==> config.mk <==
export PLATFORM = sky130hd
export DESIGN_NAME = act_lut_interp_pipe
export DESIGN_NICKNAME = d
export VERILOG_FILES = /design/src/rtl/act_pkg.sv /design/src/rtl/act_interp_lane.sv /design/src/rtl/act_lut_interp_pipe.sv
export SDC_FILE = /design/constraint.sdc
export NUM_CORES = 1
export LEC_CHECK = 0
export CAP_MARGIN = 20
export CORE_ASPECT_RATIO = 1.75
export CORE_MARGIN = 4
export CORE_UTILIZATION = 64
export DETAILED_ROUTE_END_ITERATION = 8
export DONT_BUFFER_PORTS = 1
export PLACE_DENSITY = 0.8
export SLEW_MARGIN = 20
export SYNTH_ARGS = -nofsm -noshare
export SYNTH_HDL_FRONTEND = slang
export SYNTH_SLANG_ARGS = --single-unit
==> constraint.sdc <==
create_clock -name clk -period 5.9 [get_ports clk]
set_input_delay 0.59 -clock clk [delete_from_list [all_inputs] [get_ports clk]]
set_output_delay 0.59 -clock clk [all_outputs]
set_load 0.01 [all_outputs]
==> src/rtl/act_pkg.sv <==
// Shared helpers for the LUT/interpolation activation: fraction-width derivation
// and the default hard-sigmoid table contents.
package act_pkg;

    function automatic int act_frac_w(input int data_w, input int addr_w);
        return data_w - addr_w;
    endfunction

    // Entry value is the hard sigmoid evaluated at the segment's start value x.
    function automatic int act_lut_default(input int idx, input int data_w, input int addr_w);
        int seg;
        int x;
        int v;
        int vmax;
        seg  = (idx >= (1 << (addr_w - 1))) ? idx - (1 << addr_w) : idx;
        x    = seg * (1 << (data_w - addr_w));
        v    = (x >>> 2) + (1 << (data_w - 2));
        vmax = (1 << (data_w - 1)) - 1;
        if (v < 0) begin
            v = 0;
        end else if (v > vmax) begin
            v = vmax;
        end
        return v;
    endfunction

endpackage

==> src/rtl/act_interp_lane.sv <==
// One lane of the interpolator: S2 (difference and product) and S3 (shift and add),
// each stage registered and advanced by the shared pipeline enable.
module act_interp_lane
    import act_pkg::*;
#(
    parameter int DATA_W = 8,
    parameter int FRAC_W = 4
) (
    input  logic                     clk,
    input  logic                     rst,
    input  logic                     adv_i,
    input  logic        [FRAC_W-1:0] frac_i,
    input  logic signed [DATA_W-1:0] base_i,
    input  logic signed [DATA_W-1:0] next_i,
    output logic signed [DATA_W-1:0] a_o
);

    localparam int DIFF_W = DATA_W + 1;
    localparam int PROD_W = DATA_W + 1 + FRAC_W;

    logic signed [DIFF_W-1:0] diff_d;
    logic signed [PROD_W-1:0] prod_d;
    logic signed [PROD_W-1:0] prod_q;
    logic signed [DATA_W-1:0] base_q;
    logic signed [DATA_W-1:0] a_d;
    logic signed [DATA_W-1:0] a_q;

    // Arithmetic shift floors toward -inf; the sum always lies between base and next.
    always_comb begin
        diff_d = DIFF_W'(next_i) - DIFF_W'(base_i);
        prod_d = PROD_W'(diff_d) * PROD_W'($signed({1'b0, frac_i}));
        a_d    = DATA_W'((prod_q >>> FRAC_W) + PROD_W'(base_q));
    end

    always_ff @(posedge clk or posedge rst) begin
        if (rst) begin
            prod_q <= '0;
            base_q <= '0;
            a_q    <= '0;
        end else if (adv_i) begin
            prod_q <= prod_d;
            base_q <= base_i;
            a_q    <= a_d;
        end
    end

    assign a_o = a_q;

endmodule

==> src/rtl/act_lut_interp_pipe.sv <==
// Multi-lane piecewise-linear activation: shared table, S1 lookup, per-lane S2/S3 interpolation.
// ACT_LUT_WRITE_EN makes the table a writable register file reloaded to defaults on rst.
module act_lut_interp_pipe
    import act_pkg::*;
#(
    parameter int DATA_W = 8,
    parameter int ADDR_W = 4,
    parameter int LANES  = 1
) (
    input  logic                    clk,
    input  logic                    rst,
    input  logic                    in_valid,
    output logic                    in_ready,
    input  logic [LANES*DATA_W-1:0] z_value,
    output logic                    out_valid,
    input  logic                    out_ready,
    output logic [LANES*DATA_W-1:0] a
`ifdef ACT_LUT_WRITE_EN
    ,
    input  logic                    lut_we,
    input  logic [ADDR_W-1:0]       lut_waddr,
    input  logic [DATA_W-1:0]       lut_wdata
`endif
);

    localparam int FRAC_W  = act_frac_w(DATA_W, ADDR_W);
    localparam int ENTRIES = 1 << ADDR_W;
    localparam logic [ADDR_W-1:0] IDX_FLAT = ADDR_W'((1 << (ADDR_W - 1)) - 1);

    logic signed [DATA_W-1:0] lut [ENTRIES];

`ifdef ACT_LUT_WRITE_EN
    logic signed [DATA_W-1:0] lut_q [ENTRIES];

    always_ff @(posedge clk or posedge rst) begin
        if (rst) begin
            for (int i = 0; i < ENTRIES; i++) begin
                lut_q[i] <= DATA_W'(act_lut_default(i, DATA_W, ADDR_W));
            end
        end else if (lut_we) begin
            lut_q[lut_waddr] <= lut_wdata;
        end
    end

    always_comb begin
        for (int i = 0; i < ENTRIES; i++) begin
            lut[i] = lut_q[i];
        end
    end
`else
    always_comb begin
        for (int i = 0; i < ENTRIES; i++) begin
            lut[i] = DATA_W'(act_lut_default(i, DATA_W, ADDR_W));
        end
    end
`endif

    logic                     adv;
    logic                     v1_q;
    logic                     v2_q;
    logic                     v3_q;
    logic        [ADDR_W-1:0] idx_d  [LANES];
    logic        [FRAC_W-1:0] frac_d [LANES];
    logic        [FRAC_W-1:0] frac_q [LANES];
    logic signed [DATA_W-1:0] base_d [LANES];
    logic signed [DATA_W-1:0] base_q [LANES];
    logic signed [DATA_W-1:0] next_d [LANES];
    logic signed [DATA_W-1:0] next_q [LANES];

    // Top segment is held flat instead of interpolating toward the most-negative entry.
    always_comb begin
        for (int l = 0; l < LANES; l++) begin
            idx_d[l]  = z_value[l*DATA_W + DATA_W - 1 -: ADDR_W];
            frac_d[l] = z_value[l*DATA_W +: FRAC_W];
            base_d[l] = lut[idx_d[l]];
            next_d[l] = (idx_d[l] == IDX_FLAT) ? lut[idx_d[l]] : lut[idx_d[l] + ADDR_W'(1)];
        end
    end

    always_ff @(posedge clk or posedge rst) begin
        if (rst) begin
            v1_q <= 1'b0;
            v2_q <= 1'b0;
            v3_q <= 1'b0;
            for (int l = 0; l < LANES; l++) begin
                frac_q[l] <= '0;
                base_q[l] <= '0;
                next_q[l] <= '0;
            end
        end else if (adv) begin
            v1_q <= in_valid;
            v2_q <= v1_q;
            v3_q <= v2_q;
            for (int l = 0; l < LANES; l++) begin
                frac_q[l] <= frac_d[l];
                base_q[l] <= base_d[l];
                next_q[l] <= next_d[l];
            end
        end
    end

    assign adv       = !v3_q || out_ready;
    assign in_ready  = adv;
    assign out_valid = v3_q;

    for (genvar g = 0; g < LANES; g++) begin : g_lane
        act_interp_lane #(
            .DATA_W (DATA_W),
            .FRAC_W (FRAC_W)
        ) u_lane (
            .clk    (clk),
            .rst    (rst),
            .adv_i  (adv),
            .frac_i (frac_q[g]),
            .base_i (base_q[g]),
            .next_i (next_q[g]),
            .a_o    (a[g*DATA_W +: DATA_W])
        );
    end

endmodule
==> results of run 1 <==
-- critical path: stages, from the launching register on --
cell and delay, ps:
dfrtp_1 400, ha_1 230, fa_1 450, nor2b_4 150
o31a_1 190, a21oi_1 100, and2_1 180, ha_1 320
fa_1 540, inv_1 50, fa_1 510, inv_1 50
ha_1 330, o21ai_0 180, nand2b_1 80, a31oi_1 180
xnor3_1 230, mux2_4 260
-- path summary, 6_finish.rpt --
| kind | to | slack (ps) | cells after the start |
|---|---|---|---|
| worst min-delay path | next_q[3]$_DFFE_PP0P_ | 280 | 2 |
| worst max register to register | g_lane[0].u_lane.prod_q[11]$_DFFE_PP0P_ | 1330 | 17 |
| max in group asynchronous | g_lane[0].u_lane.a_o[5]$_DFFE_PP0P_ | 5260 | 2 |
| worst max-delay path | g_lane[0].u_lane.prod_q[11]$_DFFE_PP0P_ | 1330 | 17 |
| worst min register to register | v1_q$_DFFE_PP0P_ | 470 | 2 |
| min in group clk | frac_q[1]$_DFFE_PP0P_ | 400 | 2 |
-- synthesized netlist by cell type, types with 2 or more instances --
master,number,area (µm²)
a211oi_1,2,15.0
a21o_1,5,37.5
a21oi_1,12,60.1
and2_1,12,75.1
clkbuf_1,7,26.3
dfrtp_1,38,951
fa_1,14,280
ha_1,27,338
inv_1,36,135
nand2_1,56,210
nand2b_1,2,12.5
nand3_1,3,15.0
nand3b_1,2,15.0
nor2_1,8,30.0
nor2b_1,7,43.8
nor3_1,3,15.0
nor3b_1,6,45.0
o21a_1,2,15.0
o21ai_0,20,100
o21bai_1,2,15.0
xnor2_1,10,87.6
xor2_1,3,26.3
-- per-stage QoR --
step,worst slack (ps),area (µm²),util [%],std cells
after global placement,1430,2770,67.4,339
final,1330,2890,70.2,347
after detailed placement,1340,2770,67.4,339
after floorplan,1670,2720,-,295
after global routing,1010,2890,70.2,347
after CTS,1320,2890,70.2,347
-- sequential cells by signal, summed over array words and instances (netlist names) --
signal,cells
g_lane.u_lane.a_o,8
g_lane.u_lane.prod_q,8
base_q,5
g_lane.u_lane.base_q,5
next_q,5
frac_q,4
out_valid,1
v1_q,1
v2_q,1
-- cell families (layout without fill, tap and decap cells) --
kind of cell               Yosys count  after routing  synth area share (%)
DFF                                 38             38                  35.0
AOI/OAI and AO/OA                   51             51                  11.5
adders and majority gates           41             41                  22.7
xor gates and xnor gates            14             14                  5.01
buffers and inverters               44             47                  6.07
muxes                                2              2                 0.920
and+or+nand+nor                    105            105                  18.9
-- per-layer routing --
layer | routed length, µm | vias to the layer above
li1 | - | 962
met1 | 2180 | 930
met2 | 2930 | 50
met3 | 193 | 22
met4 | 198 | 0
met5 | 0 | -
-- cell type report --
class | count | area, µm²
repair buffers | 2 | 15.0
clock inverters | 3 | 45.0
flip-flops and latches | 38 | 951
fillers | 338 | 1220
clock buffers | 5 | 68.8
well taps | 49 | 61.3
inverters | 37 | 139
multi-input cells | 213 | 1610
==> run_results.csv, run 1 <==
group,metric,value,unit
timing,setup_viol,0,
floorplan,placementRows,31,
place,dp_hpwl,4.17,mm
detailed_routing,drt_iter0_markers,17,
global_route,grt_use_met2,41.3,%
synthesis,ys_ff_latch,38,
cells_and_area,nNetsFinal,350,
hold_path,hold_class,"input pin to async pin",
detailed_routing,drc,0,
global_route,grt.met3_usage,4.54,%
synthesis,syn-instance-count,295,
synthesis,synthesis.area,2720,µm²
floorplan,dieArea,5400,µm²
detailed_routing,vias,1964,
detailed_routing,routed_wl,5.50,mm
timing,finClkSkew,11.9,ps
clocking,root_buffer,"clkbuf_8",
timing,setup_tns,0,ps
clocking,post_cts_resize_count,0,
timing,finalCritPeriodShare,77.5,%
timing,slew_headroom,57.5,%
clocking,path_clk_slew,90,ps
worst_setup_path,critical_path_required,6090,ps
synthesis,synth_cell_types,40,
global_route,antenna_found_initial,0,
worst_setup_path,worst-path-max-fanout,4,
status,outcome,"completed",
timing,min_period,4570,ps
global_route,use_met1,27.7,%
floorplan,ios,22,
synthesis,syn_area_per_cell,9.22,µm²
worst_setup_path,r2r_start,"base_q[2]$_DFFE_PP0P_",
timing,drv_slew,0,
detailed_routing,postRouteAntennaNets,0,
clocking,cts_buffers,5,
synthesis,yosysWarningCount,0,
worst_setup_path,worstPathArrival,4760,ps
synthesis,synth-edff-count,0,
synthesis,syn_nets,348,
synthesis,synth-main-ff-cell,"dfrtp_1",
timing,hold_viol_final,0,
clocking,postCtsHoldBufs,0,
clocking,clockBufferDepth,2,
cells_and_area,area_growth,6.12,%
floorplan,core,4110,µm²
detailed_routing,drt-vias-per-instance,5.66,
cells_and_area,drive_above_1_share,5.03,%
floorplan,start_util,66.2,%
floorplan,dieWidth,57.3,µm
timing,rsz0062_at_grt,"false",
timing,fin_hold_ws,279,ps
worst_setup_path,cp-start-kind,"flop",
cells_and_area,mostFrequentLayoutCells,"nand2_1 (56), dfrtp_1 (38), inv_1 (36)",
job,cap_violations,0,
synthesis,ys_seq_area_share,35.0,%
floorplan,dieHeight,94.2,µm
worst_setup_path,startpoint,"base_q[2]$_DFFE_PP0P_",
global_route,grt_max_degree,42,
worst_setup_path,path_class,"flop to flop",
global_route,grt_use_total,24.0,%
detailed_routing,first_pass_iters,4,
clocking,clk_latency,300,ps
worst_setup_path,end_kind,"flop",
detailed_routing,avgRoutedWirePerCell,15.8,µm
cells_and_area,antenna_cells,0,
place,gp_congestion,0.850,
timing,fmax,0.219,GHz
clocking,cts_sinks,38,
clocking,htree_levels,2,
clocking,post_cts_buffers,0,
global_route,grt_pass1_vias,2152,
synthesis,synthArstFlopShare,100,%
global_route,globalRoute.totalOverflow,0,
global_route,top_usage_layer,"met2",
cells_and_area,final_common_cell,"nand2_1",
place,port_buffers,0,
global_route,grt_pass1_wl,9.82,mm
clocking,cts_tree,"done",
timing,tightestPinTransition,636,ps
Power of run 1 is not shown: default switching activity piles up to over one toggle a cycle in this logic, so the estimate is an artifact.
==> run 2, diff against run 1 <==
--- a/config.mk
+++ b/config.mk
@@ -8,10 +8,10 @@
 export CAP_MARGIN = 20
 export CORE_ASPECT_RATIO = 1.75
 export CORE_MARGIN = 4
-export CORE_UTILIZATION = 64
+export CORE_UTILIZATION = 58
 export DETAILED_ROUTE_END_ITERATION = 8
 export DONT_BUFFER_PORTS = 1
-export PLACE_DENSITY = 0.8
+export PLACE_DENSITY = 0.76
 export SLEW_MARGIN = 20
 export SYNTH_ARGS = -nofsm -noshare
 export SYNTH_HDL_FRONTEND = slang
==> constraint.sdc (replaced) <==
create_clock -name clk -period 4 [get_ports clk]
set_input_delay 0.4 -clock clk [delete_from_list [all_inputs] [get_ports clk]]
set_output_delay 0.4 -clock clk [all_outputs]
set_load 0.01 [all_outputs]
==> run 2 against run 1 <==
- the flow now finishes with violations (setup timing)
- clock skew is 4.8 ps lower
- cell count up 8.6%
- fmax is 9.9% higher
- sequential share of layout area down 4.5 points
- count of clock-buffer cells in the layout unchanged
- first-iteration DRC count rose by 150%
- highest routed layer unchanged
==> run_results.csv, run 2 (synthesized netlist as in run 1, its figures left out) <==
group,metric,value,unit
timing,tightestPinTransition,657,ps
worst_setup_path,end_kind,"flop",
worst_setup_path,r2r_start,"base_q[2]$_DFFE_PP0P_",
timing,setup_viol,2,
clocking,path_clk_slew,80,ps
timing,rsz0062_at_grt,"true",
floorplan,ios,22,
worst_setup_path,cp-start-kind,"flop",
place,port_buffers,0,
floorplan,placementRows,32,
timing,hold_viol_final,0,
detailed_routing,routed_wl,6.08,mm
detailed_routing,avgRoutedWirePerCell,16.1,µm
timing,setup_ws,-161,ps
cells_and_area,seq_area,951,µm²
timing,finalCritPeriodShare,104,%
worst_setup_path,worst-path-max-fanout,3,
timing,slew_headroom,56.1,%
worst_setup_path,cpLargestDelayFamily,"adder cells",
global_route,globalRoute.totalOverflow,0,
timing,min_period,4160,ps
floorplan,start_util,60.7,%
worst_setup_path,path_buf_inv,2,
hold_path,hold_class,"input pin to async pin",
place,pre_cts_ws,-215,ps
cells_and_area,antenna_cells,0,
detailed_routing,postRouteAntennaNets,0,
place,gp_congestion,0.894,
cells_and_area,mostFrequentLayoutCells,"nand2_1 (56), dfrtp_1 (38), inv_1 (32)",
detailed_routing,drt-vias-per-instance,5.52,
timing,setup_tns,-311,ps
worst_setup_path,critical_path_required,4190,ps
global_route,grt_use_total,22.8,%
cells_and_area,final_util,74.6,%
global_route,grt_pass1_wl,10.1,mm
floorplan,dieArea,5890,µm²
clocking,htree_levels,2,
cells_and_area,nNetsFinal,378,
global_route,antenna_found_initial,0,
place,dp_hpwl,4.17,mm
status,violations,"setup timing",
clocking,cts_tree,"done",
floorplan,core,4480,µm²
worst_setup_path,worstPathArrival,4350,ps
clocking,cts_sinks,38,
detailed_routing,first_pass_iters,4,
clocking,clk_latency,290,ps
timing,fmax,0.240,GHz
cells_and_area,multiInputGateArea,1870,µm²
worst_setup_path,max_stage_delay,520,ps
cells_and_area,area_growth,23.0,%
worst_setup_path,path_class,"flop to flop",
global_route,grt_pass1_vias,2256,
worst_setup_path,cpMostUsedCell,"ha_4",
worst_setup_path,cp_slowest_cell,"fa_1",
job,cap_violations,0,
status,outcome,"complete, but fails checks",
cells_and_area,drive_above_1_share,24.2,%
detailed_routing,vias,2081,
floorplan,dieWidth,59.8,µm
worst_setup_path,startpoint,"base_q[2]$_DFFE_PP0P_",
detailed_routing,drc,0,
place,dpl.cell_count,359,
clocking,postCtsHoldBufs,0,
detailed_routing,drt_iter0_markers,42,
cells_and_area,layout.cells.non_filler,377,
floorplan,dieHeight,98.6,µm
global_route,grt_max_degree,41,
timing,finClkSkew,7.09,ps
clocking,clockBufferDepth,2,
cells_and_area,fill_cells,314,
clocking,cts_buffers,5,
worst_setup_path,path_cells,"ha_4 -> fa_2 -> nor2b_4 -> o31a_1 -> a21oi_2 -> and2_4 -> ha_4 -> fa_1 -> inv_1 -> fa_1 -> inv_2 -> ha_4 -> o21ai_2 -> nand2b_1 -> a31oi_2 -> xnor3_1 -> mux2_4",
clocking,root_buffer,"clkbuf_8",
cells_and_area,final_common_cell,"nand2_1",
timing,drv_slew,0,
-- run 2: changes by cell type in the layout (fill, tap and decap cells not counted), moves of 5 or more --
| cell | before | now |
|---|---|---|
| and2_1 | 12 | 7 |
| and2_4 | 0 | 5 |
| buf_4 | 2 | 27 |
| ha_1 | 27 | 16 |
| ha_4 | 0 | 11 |
| o21ai_0 | 20 | 14 |
-- run 2: layout make-up --
class / instances / area share, %
well taps: 51 / 1.91
flip-flops and latches: 38 / 28.4
inverters: 37 / 4.15
multi-input cells: 213 / 55.8
clock inverters: 3 / 0.636
repair buffers: 30 / 7.07
clock buffers: 5 / 2.06
-- run 2: path summary, 6_finish.rpt --
check / depth (start not counted) / endpoint / slack (ps)
setup / recovery: 17 / g_lane[0].u_lane.prod_q[11]$_DFFE_PP0P_ / -160
hold / removal: 2 / base_q[3]$_DFFE_PP0P_ / 100
setup reg to reg: 17 / g_lane[0].u_lane.prod_q[11]$_DFFE_PP0P_ / -160
hold reg to reg: 2 / v1_q$_DFFE_PP0P_ / 480
max in group asynchronous: 2 / frac_q[2]$_DFFE_PP0P_ / 3570
min in group clk: 2 / frac_q[3]$_DFFE_PP0P_ / 220
-- run 2: routing by layer --
| metal | wire length, µm | up-vias | GRT usage (%) | share of wire (%) |
|---|---|---|---|---|
| li1 | - | 1014 | - | - |
| met1 | 2360 | 1011 | 26.5 | 39 |
| met2 | 3320 | 37 | 38.0 | 55 |
| met3 | 182 | 19 | 4.59 | 3.0 |
| met4 | 216 | 0 | 11.9 | 3.6 |
| met5 | 0 | - | 0 | 0 |
-- run 2: per-stage QoR --
step | hold WS [ps] | area (µm²)
after floorplan | 430 | 2760
after global placement | 428 | 2950
after detailed placement | 436 | 2950
after CTS | 110 | 3180
after global routing | 130 | 3350
final | 100 | 3350
-- run 2: what timing repair did --
item	4_1_cts	5_1_grt
gates resized for setup	13	26
hold endpoints to repair	0	0
pin swaps	19	15
endpoints found under the setup margin	2	4
setup buffers	8	2
Power of run 2 is left out for the same reason.
==> run 3, diff against run 2 <==
--- a/config.mk
+++ b/config.mk
@@ -11,7 +11,7 @@
 export CORE_UTILIZATION = 58
 export DETAILED_ROUTE_END_ITERATION = 8
 export DONT_BUFFER_PORTS = 1
-export PLACE_DENSITY = 0.76
+export PLACE_DENSITY = 0.87
 export SLEW_MARGIN = 20
 export SYNTH_ARGS = -nofsm -noshare
 export SYNTH_HDL_FRONTEND = slang
==> run 3 against run 2 <==
- the flow still finishes with violations (setup timing)
- flip-flop and latch count unchanged
- core utilization decreased by 3.0 points
- register-to-register slack improved by 40 ps
- global-route usage increased by 1.2 points
- clock skew increased by 2.0 ps
- cell count decreased by 2.1%
- final area decreased by 4.0%
- count of clock-buffer cells in the layout unchanged
- critical path depth decreased by 1
- critical path type unchanged
- critical endpoint unchanged
- highest routed layer unchanged
==> run_results.csv, run 3 (synthesized netlist as in run 1, its figures left out) <==
group,metric,value,unit
clocking,clockBufferDepth,2,
worst_setup_path,worstPathArrival,4310,ps
worst_setup_path,r2r_slack,-120,ps
detailed_routing,postRouteAntennaNets,0,
place,port_buffers,0,
place,gp_congestion,0.896,
timing,rsz0062_at_grt,"true",
timing,min_period,4120,ps
worst_setup_path,r2r_start,"next_q[2]$_DFFE_PP0P_",
timing,setup_tns,-205,ps
detailed_routing,drc,0,
floorplan,ios,22,
place,dp_hpwl,4.37,mm
timing,hold_viol_final,0,
clocking,root_buffer,"clkbuf_8",
global_route,grt_max_degree,42,
timing,setup_viol,3,
cells_and_area,final_common_cell,"nand2_1",
detailed_routing,routed_wl,6.48,mm
worst_setup_path,reg2reg_to,"g_lane[0].u_lane.prod_q[11]$_DFFE_PP0P_",
floorplan,dieArea,5890,µm²
cells_and_area,mostFrequentLayoutCells,"nand2_1 (56), dfrtp_1 (38), inv_1 (29)",
global_route,grt_pass1_wl,10.7,mm
timing,slew_headroom,55.6,%
detailed_routing,first_pass_iters,4,
cells_and_area,drive_above_1_share,21.1,%
detailed_routing,drt-vias-per-instance,5.73,
cells_and_area,area_growth,18.1,%
timing,finalCritPeriodShare,103,%
timing,drv_slew,0,
worst_setup_path,path_class,"flop to flop",
global_route,globalRoute.totalOverflow,0,
floorplan,start_util,60.7,%
global_route,antenna_found_initial,0,
global_route,grt_pass1_vias,2233,
timing,fmax,0.242,GHz
detailed_routing,avgRoutedWirePerCell,17.6,µm
worst_setup_path,max_stage_delay,570,ps
clocking,clk_latency,290,ps
status,outcome,"complete, but fails checks",
global_route,grt_use_total,24.0,%
job,cap_violations,0,
cells_and_area,antenna_cells,0,
timing,finClkSkew,9.06,ps
worst_setup_path,cp_slowest_cell,"fa_2",
timing,tightestPinTransition,665,ps
clocking,path_clk_slew,80,ps
clocking,cts_tree,"done",
detailed_routing,vias,2113,
hold_path,hold_class,"input pin to async pin",
worst_setup_path,worst-path-max-fanout,4,
status,violations,"setup timing",
clocking,cts_sinks,38,
worst_setup_path,critical_path_required,4190,ps
clocking,htree_levels,2,
floorplan,dieWidth,59.8,µm
detailed_routing,drt_iter0_markers,38,
cells_and_area,nNetsFinal,370,
floorplan,core,4480,µm²
worst_setup_path,reg2regPathDepth,16,
floorplan,placementRows,32,
worst_setup_path,path_cells,"inv_1 -> ha_2 -> fa_2 -> xnor2_2 -> and2_1 -> ha_1 -> inv_1 -> fa_1 -> inv_2 -> fa_2 -> ha_4 -> o21ai_4 -> o21ai_1 -> a31oi_1 -> xnor3_1 -> mux2_4",
worst_setup_path,cp-start-kind,"flop",
worst_setup_path,end_kind,"flop",
clocking,cts_buffers,5,
timing,setup_ws,-124,ps
floorplan,dieHeight,98.6,µm
-- run 3: changes by cell type in the layout (fill, tap and decap cells not counted), moves of 3 or more --
cell / previous run / this run
ha_4: 11 / 7
nor3b_1: 2 / 5
inv_1: 32 / 29
buf_4: 27 / 22
inv_2: 5 / 8
buf_6: 3 / 0
ha_1: 16 / 19
-- run 3: area by class of cell --
cell class	count	area, µm²
Clock buffer	5	68.8
Inverter	37	139
Tap cell	51	63.8
Fill cell	312	1270
Sequential cell	38	951
Multi-Input combinational cell	213	1780
Timing Repair Buffer	22	165
Clock inverter	3	45.0
-- run 3: worst max path at each step --
stage	depth (start not counted)	start	slack (ps)	to
2_1_floorplan	18	base_q[3]$_DFFE_PP0P_	3	g_lane[0].u_lane.prod_q[11]$_DFFE_PP0P_
3_3_place_gp	18	next_q[2]$_DFFE_PP0P_	-130	g_lane[0].u_lane.prod_q[11]$_DFFE_PP0P_
3_5_place_dp	18	base_q[3]$_DFFE_PP0P_	-240	g_lane[0].u_lane.prod_q[11]$_DFFE_PP0P_
4_1_cts	18	next_q[2]$_DFFE_PP0P_	-110	g_lane[0].u_lane.prod_q[11]$_DFFE_PP0P_
5_1_grt	18	next_q[2]$_DFFE_PP0P_	-270	g_lane[0].u_lane.prod_q[11]$_DFFE_PP0P_
6_report	16	next_q[2]$_DFFE_PP0P_	-120	g_lane[0].u_lane.prod_q[11]$_DFFE_PP0P_
-- run 3: worst max-delay path: cells and delay by family, from the launching register on --
kind / cells / cell delay (ps)
flops: 1 / 360
compound gates: 3 / 410
fa+ha+maj: 6 / 2250
buf+inv: 3 / 170
simple gates: 1 / 170
mux: 1 / 260
xor+xnor: 2 / 410
-- run 3: per-stage QoR --
step	setup WS (ps)	utilization, %	cells	cell area (µm²)	hold WS (ps)
after floorplan	2.91	-	295	2760	430
after global routing	-271	71.6	369	3210	140
final	-124	71.6	369	3210	102
after CTS	-106	70.1	367	3140	115
after global placement	-129	65.5	357	2940	423
after detailed placement	-244	65.5	357	2940	431
-- run 3: timing repair --
action / 4_1_cts / 5_1_grt
endpoints found under the setup margin: 4 / 5
gates resized for setup: 11 / 15
buffers inserted: 2 / 2
pin swaps: 20 / 10
hold buffers: 0 / 0
-- run 3: metal layers --
layer / share of wire (%) / wire length, µm / global-route usage, % / vias to the layer above
met4: 3.5 / 227 / 8.53 / 0
li1: - / - / - / 1003
met5: 0 / 0 / 0 / -
met2: 55 / 3570 / 41.8 / 57
met3: 3.8 / 248 / 3.80 / 19
met1: 38 / 2430 / 28.8 / 1034
Power of run 3 is left out for the same reason.
